### src/rtl/mbtrain_pkg.sv
// Shared MBTRAIN sideband definitions: message codes and the RX-cal initiator state encoding.
package mbtrain_pkg;

    localparam logic [3:0] SB_NONE       = 4'b0000;
    localparam logic [3:0] SB_START_REQ  = 4'b0001;
    localparam logic [3:0] SB_START_RESP = 4'b0010;
    localparam logic [3:0] SB_END_REQ    = 4'b0011;
    localparam logic [3:0] SB_END_RESP   = 4'b0100;

    typedef enum logic [2:0] {
        StIdle,
        StSendStartReq,
        StWaitStartResp,
        StCalAlgo,
        StSendEndReq,
        StWaitEndResp,
        StTestFinished
    } rx_cal_tx_state_e;

endpackage

### src/rtl/mbtrain_sb_valid_ctrl.sv
// Sideband TX valid handshake: pending request, valid register and valid falling-edge detect.
// Shared by the initiator and responder sides of the sideband TX mux.
module mbtrain_sb_valid_ctrl (
    input  logic clk,
    input  logic rst,
    input  logic i_req,
    input  logic i_blocker,
    input  logic i_busy_negedge,
    input  logic i_clear,
    output logic o_valid,
    output logic o_valid_fall
);

    logic r_pending;
    logic r_valid;
    logic r_valid_dly;
    logic w_pending_next;
    logic w_valid_next;

    // Busy completion beats a fresh request so a just-sent message is never re-sent.
    always_comb begin
        w_pending_next = r_pending;
        w_valid_next   = r_valid;
        if (i_clear) begin
            w_pending_next = 1'b0;
            w_valid_next   = 1'b0;
        end else if (i_busy_negedge && r_valid) begin
            w_pending_next = 1'b0;
            w_valid_next   = 1'b0;
        end else begin
            if (i_req) begin
                w_pending_next = 1'b1;
            end
            if ((i_req || r_pending) && !i_blocker) begin
                w_valid_next = 1'b1;
            end
        end
    end

    always_ff @(posedge clk) begin
        if (rst || i_clear) begin
            r_pending   <= 1'b0;
            r_valid     <= 1'b0;
            r_valid_dly <= 1'b0;
        end else begin
            r_pending   <= w_pending_next;
            r_valid     <= w_valid_next;
            r_valid_dly <= r_valid;
        end
    end

    assign o_valid      = r_valid;
    assign o_valid_fall = r_valid_dly && !r_valid;

endmodule

### src/rtl/rx_cal_tx.sv
// MBTRAIN RX-calibration initiator: start req/resp, fixed calibration window, end req/resp, ack.
// Define RX_CAL_TX_TIMEOUT_EN to add the response-wait timeout (o_timeout otherwise tied 0).
module rx_cal_tx #(
    parameter int unsigned CAL_CYCLES     = 16,
    parameter int unsigned TIMEOUT_CYCLES = 4096
) (
    input  logic       clk,
    input  logic       rst,
    input  logic       i_en,
    input  logic [3:0] i_decoded_sideband_message,
    input  logic       i_busy_negedge_detected,
    input  logic       i_valid_rx,
    output logic [3:0] o_sideband_message,
    output logic       o_valid_tx,
    output logic       o_test_ack,
    output logic       o_timeout
);
    import mbtrain_pkg::*;

    rx_cal_tx_state_e r_state;
    rx_cal_tx_state_e w_state_next;
    logic [3:0]       r_msg;
    logic [3:0]       w_msg_next;
    logic             r_test_ack;
    logic             w_test_ack_next;
    logic [15:0]      r_cal_cnt;
    logic             w_abort;
    logic             w_cal_done;
    logic             w_req;
    logic             w_resp_match;
    logic             w_timeout_hit;
    logic             w_valid_fall;

    assign w_abort      = (r_state != StIdle) && !i_en;
    assign w_cal_done   = (r_state == StCalAlgo) && (r_cal_cnt == 16'(CAL_CYCLES - 1));
    assign w_req        = i_en && ((r_state == StIdle) || w_cal_done);
    assign w_resp_match =
        ((r_state == StWaitStartResp) && (i_decoded_sideband_message == SB_START_RESP)) ||
        ((r_state == StWaitEndResp)   && (i_decoded_sideband_message == SB_END_RESP));

    mbtrain_sb_valid_ctrl u_valid_ctrl (
        .clk            (clk),
        .rst            (rst),
        .i_req          (w_req),
        .i_blocker      (i_valid_rx),
        .i_busy_negedge (i_busy_negedge_detected),
        .i_clear        (w_abort),
        .o_valid        (o_valid_tx),
        .o_valid_fall   (w_valid_fall)
    );

    always_ff @(posedge clk) begin
        if (rst) begin
            r_state    <= StIdle;
            r_msg      <= SB_NONE;
            r_test_ack <= 1'b0;
        end else begin
            r_state    <= w_state_next;
            r_msg      <= w_msg_next;
            r_test_ack <= w_test_ack_next;
        end
    end

    always_comb begin
        w_state_next = r_state;
        if (w_abort) begin
            w_state_next = StIdle;
        end else begin
            unique case (r_state)
                StIdle:          if (i_en) w_state_next = StSendStartReq;
                StSendStartReq:  if (w_valid_fall) w_state_next = StWaitStartResp;
                StWaitStartResp: begin
                    if (w_resp_match)       w_state_next = StCalAlgo;
                    else if (w_timeout_hit) w_state_next = StTestFinished;
                end
                StCalAlgo:       if (w_cal_done) w_state_next = StSendEndReq;
                StSendEndReq:    if (w_valid_fall) w_state_next = StWaitEndResp;
                StWaitEndResp:   if (w_resp_match || w_timeout_hit) w_state_next = StTestFinished;
                StTestFinished:  w_state_next = StTestFinished;
                default:         w_state_next = StIdle;
            endcase
        end
    end

    always_comb begin
        w_msg_next      = r_msg;
        w_test_ack_next = r_test_ack;
        if (w_abort) begin
            w_msg_next      = SB_NONE;
            w_test_ack_next = 1'b0;
        end else begin
            unique case (r_state)
                StIdle: begin
                    w_msg_next      = i_en ? SB_START_REQ : SB_NONE;
                    w_test_ack_next = 1'b0;
                end
                StWaitStartResp: begin
                    if (!w_resp_match && w_timeout_hit) begin
                        w_msg_next      = SB_NONE;
                        w_test_ack_next = 1'b1;
                    end
                end
                StCalAlgo: if (w_cal_done) w_msg_next = SB_END_REQ;
                StWaitEndResp: begin
                    if (w_resp_match || w_timeout_hit) begin
                        w_msg_next      = SB_NONE;
                        w_test_ack_next = 1'b1;
                    end
                end
                default: ;
            endcase
        end
    end

    // Cleared on entry to CAL_ALGO so the window is exactly CAL_CYCLES long.
    always_ff @(posedge clk) begin
        if (rst || (r_state != StCalAlgo) || (w_state_next != StCalAlgo)) begin
            r_cal_cnt <= '0;
        end else begin
            r_cal_cnt <= r_cal_cnt + 16'd1;
        end
    end

`ifdef RX_CAL_TX_TIMEOUT_EN
    localparam int unsigned WaitW = $clog2(TIMEOUT_CYCLES + 1);

    logic [WaitW-1:0] r_wait_cnt;
    logic             r_timeout;
    logic             w_in_wait;

    assign w_in_wait     = (r_state == StWaitStartResp) || (r_state == StWaitEndResp);
    assign w_timeout_hit = w_in_wait && (r_wait_cnt == WaitW'(TIMEOUT_CYCLES - 1));

    always_ff @(posedge clk) begin
        if (rst || !w_in_wait || (w_state_next != r_state)) begin
            r_wait_cnt <= '0;
        end else begin
            r_wait_cnt <= r_wait_cnt + WaitW'(1);
        end
    end

    // A response landing on the timeout edge wins, so the flag stays low then.
    always_ff @(posedge clk) begin
        if (rst || w_abort || (r_state == StIdle)) begin
            r_timeout <= 1'b0;
        end else if (w_timeout_hit && !w_resp_match) begin
            r_timeout <= 1'b1;
        end
    end

    assign o_timeout = r_timeout;
`else
    logic w_unused_timeout_cfg;
    assign w_unused_timeout_cfg = (TIMEOUT_CYCLES != 0);
    assign w_timeout_hit        = 1'b0;
    assign o_timeout            = 1'b0;
`endif

    assign o_sideband_message = r_msg;
    assign o_test_ack         = r_test_ack;

endmodule

### config.mk
export PLATFORM = sky130hd
export DESIGN_NAME = rx_cal_tx
export DESIGN_NICKNAME = d
export VERILOG_FILES = /design/src/rtl/mbtrain_pkg.sv /design/src/rtl/mbtrain_sb_valid_ctrl.sv /design/src/rtl/rx_cal_tx.sv
export SDC_FILE = /design/constraint.sdc
export NUM_CORES = 1
export LEC_CHECK = 0
export CAP_MARGIN = 5
export CORE_UTILIZATION = 38
export CTS_CLUSTER_DIAMETER = 80
export CTS_CLUSTER_SIZE = 14
export DETAILED_ROUTE_END_ITERATION = 7
export REMOVE_ABC_BUFFERS = 1
export SLEW_MARGIN = 10
export SYNTH_ARGS = -nofsm -noshare
export SYNTH_HDL_FRONTEND = slang
export SYNTH_HIERARCHICAL = 1
export SYNTH_SLANG_ARGS = --single-unit
export TNS_END_PERCENT = 20
### constraint.sdc
create_clock -name clk -period 1.8 [get_ports clk]
set_input_delay 0.54 -clock clk [delete_from_list [all_inputs] [get_ports clk]]
set_output_delay 0.54 -clock clk [all_outputs]
set_load 0.05 [all_outputs]
==> results_dict.tcl <==
set metrics [dict create \
    status "finished with violations" \
    violations "design-rule violations" \
    drv_slew 0 \
    fillers 269 \
    synth_compound_area_frac 0.101 \
    crit-reg2reg-capture "u_valid_ctrl/o_valid" \
    final_common_cell "buf_4" \
    seq_area_um2 507 \
    via_per_inst 5.19 \
    ctsHoldBuffers 0 \
    drv_cap 0 \
    finalCritPeriodShare 0.995 \
    crit_end "u_valid_ctrl/o_valid" \
    multi_input_area_um2 723 \
    grt_overflow 0 \
    switchingPower_uw 323 \
    synth_top_area_frac 0.420 \
    required_ns 2.05 \
    ys_seq_elements 25 \
    synth-adder-area-share 0.0105 \
    setup_viol 0 \
    max_stage_delay_ns 0.37 \
    grt_pass1_vias 1019 \
    dpl_worst_slack_ns -0.413 \
    crit_cells 7 \
    grt_pass1_wl_um 4430 \
    worstPathMaxFanout 2 \
    routedWlPerCell_um 12.5 \
    p_sw_frac 0.296 \
    worstReg2RegStart "r_cal_cnt[10]" \
    clk_latency_ns 0.32 \
    area_growth_pct 39.0 \
    die-height_um 58.0 \
    ys_seq_area_frac 0.420 \
    p_leak_uw 0.000608 \
    synthTopCellsByArea "dfxtp_1, xnor2_1, nor2_1, nor4_1, nand2_1" \
    timing.hold.ws_ns 0.487 \
    crit_chain "nor4_4 -> and4_4 -> nand2_2 -> a21boi_2 -> nor2_1 -> or3_1 -> a211oi_2" \
    htree_levels 1 \
    power.internal_uw 768 \
    min_path_type "reg -> reg" \
    antenna_left 0 \
    clockPowerShare 0.232 \
    r2r_cells 7 \
    diodes 0 \
    rsz0062_at_grt "true" \
    antenna_found_initial 0 \
    routed_wl_um 2680 \
    cp_data_arrival_time_ns 2.04 \
    drive_gt1_frac 0.306 \
    synth_area_leader_cell "dfxtp_1" \
    yosys_warnings 6 \
    grt_max_degree 14 \
    clkSinkCount 25 \
    hold_viol_final 0 \
    core_um2 2850 \
    row_count 19 \
    crit_buf_inv 0 \
    cp_slowest_cell "dfxtp_2" \
    powerDensity_nw_per_um2 659 \
    start_util 0.418 \
    r2r_slack_ns 0.009 \
    numPortBuffers 12 \
    max_freq_mhz 558 \
    synthSimpleGateAreaFrac 0.317 \
    mostFrequentLayoutCells "buf_4, nor2_1, dfxtp_1, xnor2_1, nand2_1" \
    ios 16 \
    crit_family "simple AND/OR/NAND/NOR gates" \
    worst_slack_ns 0.00934 \
    pwr-share-comb 0.211 \
    ir_drop_mv 0.378 \
    grt_use_total 0.170 \
    synthMuxAreaShare 0 \
    drt_first_pass_iters 6 \
    synth_top_family_by_area "simple AND/OR/NAND/NOR gates" \
    die_x_um 58.0 \
    clk_pin_slew_worst_paths_ns 0.14 \
    final_cells 214 \
    drt_iter0_markers 28 \
    path_class "reg -> reg" \
    syn_area_um2 1190 \
    crit_path_end_kind "register" \
    period_minus_slack_ns 1.79 \
    syn_area_per_cell_um2 8.45 \
    synthCells 141 \
    cts_tree "yes" \
    cts_made_buffers 3 \
    cts_root_buffer "clkbuf_4" \
    p_seq_frac 0.557 \
    dp_hpwl_um 2040 \
    start_kind "register" \
    synth_xor_xnor_area_share 0.103 \
    critPathLaunch "r_cal_cnt[10]" \
    die_area_um2 3360 \
    cts_buffer_depth 2 \
    place_inst 208 \
    gp_congestion 0.782 \
    nets 194 \
    finClkSkew_ns 0.00675 \
    drc 1 \
    synthDistinctLibCells 35 \
    vias 1110 \
]
## state kept, by name, indices dropped and copies added, names as in the netlist
signal	cells
r_state	3
o_test_ack	1
u_valid_ctrl/o_valid	1
r_cal_cnt	16
u_valid_ctrl/r_valid_dly	1
u_valid_ctrl/r_pending	1
o_sideband_message	2
## tightest hold or removal path, delay by kind of cell (launching register included)
family           cells  cell delay (ns)
flip-flops           1             0.33
AND/OR/NAND/NOR      1             0.06
AO/OA/AOI/OAI        1             0.06
## per-stage QoR
step	power, uW	util	TNS (ns)	instance area (um^2)
finish	1090	0.580	0	1660
global route	1140	0.580	-0.158	1660
CTS	1100	0.558	-0.00517	1590
detailed placement	843	0.537	-1.99	1530
global placement	838	0.537	-1.91	1530
floorplan	753	-	-0.0336	1160
## cell usage after synthesis, drive strengths merged
library cell	instances
o311ai	1
and3b	1
and3	2
conb	1
a21oi	2
o21ai	3
nand3	8
o31a	1
dfxtp	25
o311a	1
inv	4
buf	5
and4	1
nor3	8
a2111oi	1
or2b	1
clkbuf	1
a21boi	2
xor2	2
and2	1
or3b	1
and2b	1
nand4	5
ha	1
nor2	22
xnor2	12
nand2	11
or3	1
or4	1
nor3b	1
nor4	7
nor2b	2
a211oi	5
## routing by layer
layer | global-route usage | vias up | share of wire
li1 | - | 576 | -
met1 | 0.238 | 519 | 0.50
met2 | 0.271 | 11 | 0.47
met3 | 0.0201 | 4 | 0.020
met4 | 0.0612 | 0 | 0.013
met5 | 0 | - | 0
## cell type report
| type | count | share of cell area |
|---|---|---|
| multi-input combinational | 108 | 0.437 |
| sequential | 25 | 0.306 |
| timing repair buffer | 42 | 0.209 |
| tap | 31 | 0.0234 |
| clock buffer | 4 | 0.0159 |
| inverter | 4 | 0.00907 |
## power by group through the flow
stage | sequential (uW) | combinational, uW | clock [uW]
after floorplan | 638 | 115 | 0
after global placement | 617 | 221 | 0
after detailed placement | 619 | 223 | 0
after CTS | 607 | 226 | 265
after global routing | 613 | 254 | 277
final | 607 | 231 | 253
## timing repair
action                     in CTS  in global routing
setup buffers                   1                  1
resized for setup              11                 11
pin swaps                       3                  8
gates cloned                    0                  0
setup endpoints to repair       5                  4
## worst min path at each step
stage / startpoint / to / slack [ns] / cells after the start
detailed placement: o_test_ack / o_test_ack / 0.46 / 2
floorplan: r_cal_cnt[0] / r_cal_cnt[0] / 0.43 / 1
finish: o_sideband_message[1] / o_sideband_message[1] / 0.49 / 2
global placement: o_test_ack / o_test_ack / 0.45 / 2
CTS: o_test_ack / o_test_ack / 0.49 / 2
global route: o_test_ack / o_test_ack / 0.50 / 2
## cell families (layout without fill, tap and decap cells)
kind of cell | Yosys count | in the layout
and+or+nand+nor | 74 | 74
DFF | 25 | 25
AOI/OAI and AO/OA | 16 | 16
xor gates and xnor gates | 14 | 14
buffers and inverters | 10 | 50
adders and majority gates | 1 | 1
other | 1 | 3
(Power assumes the default switching activity.)
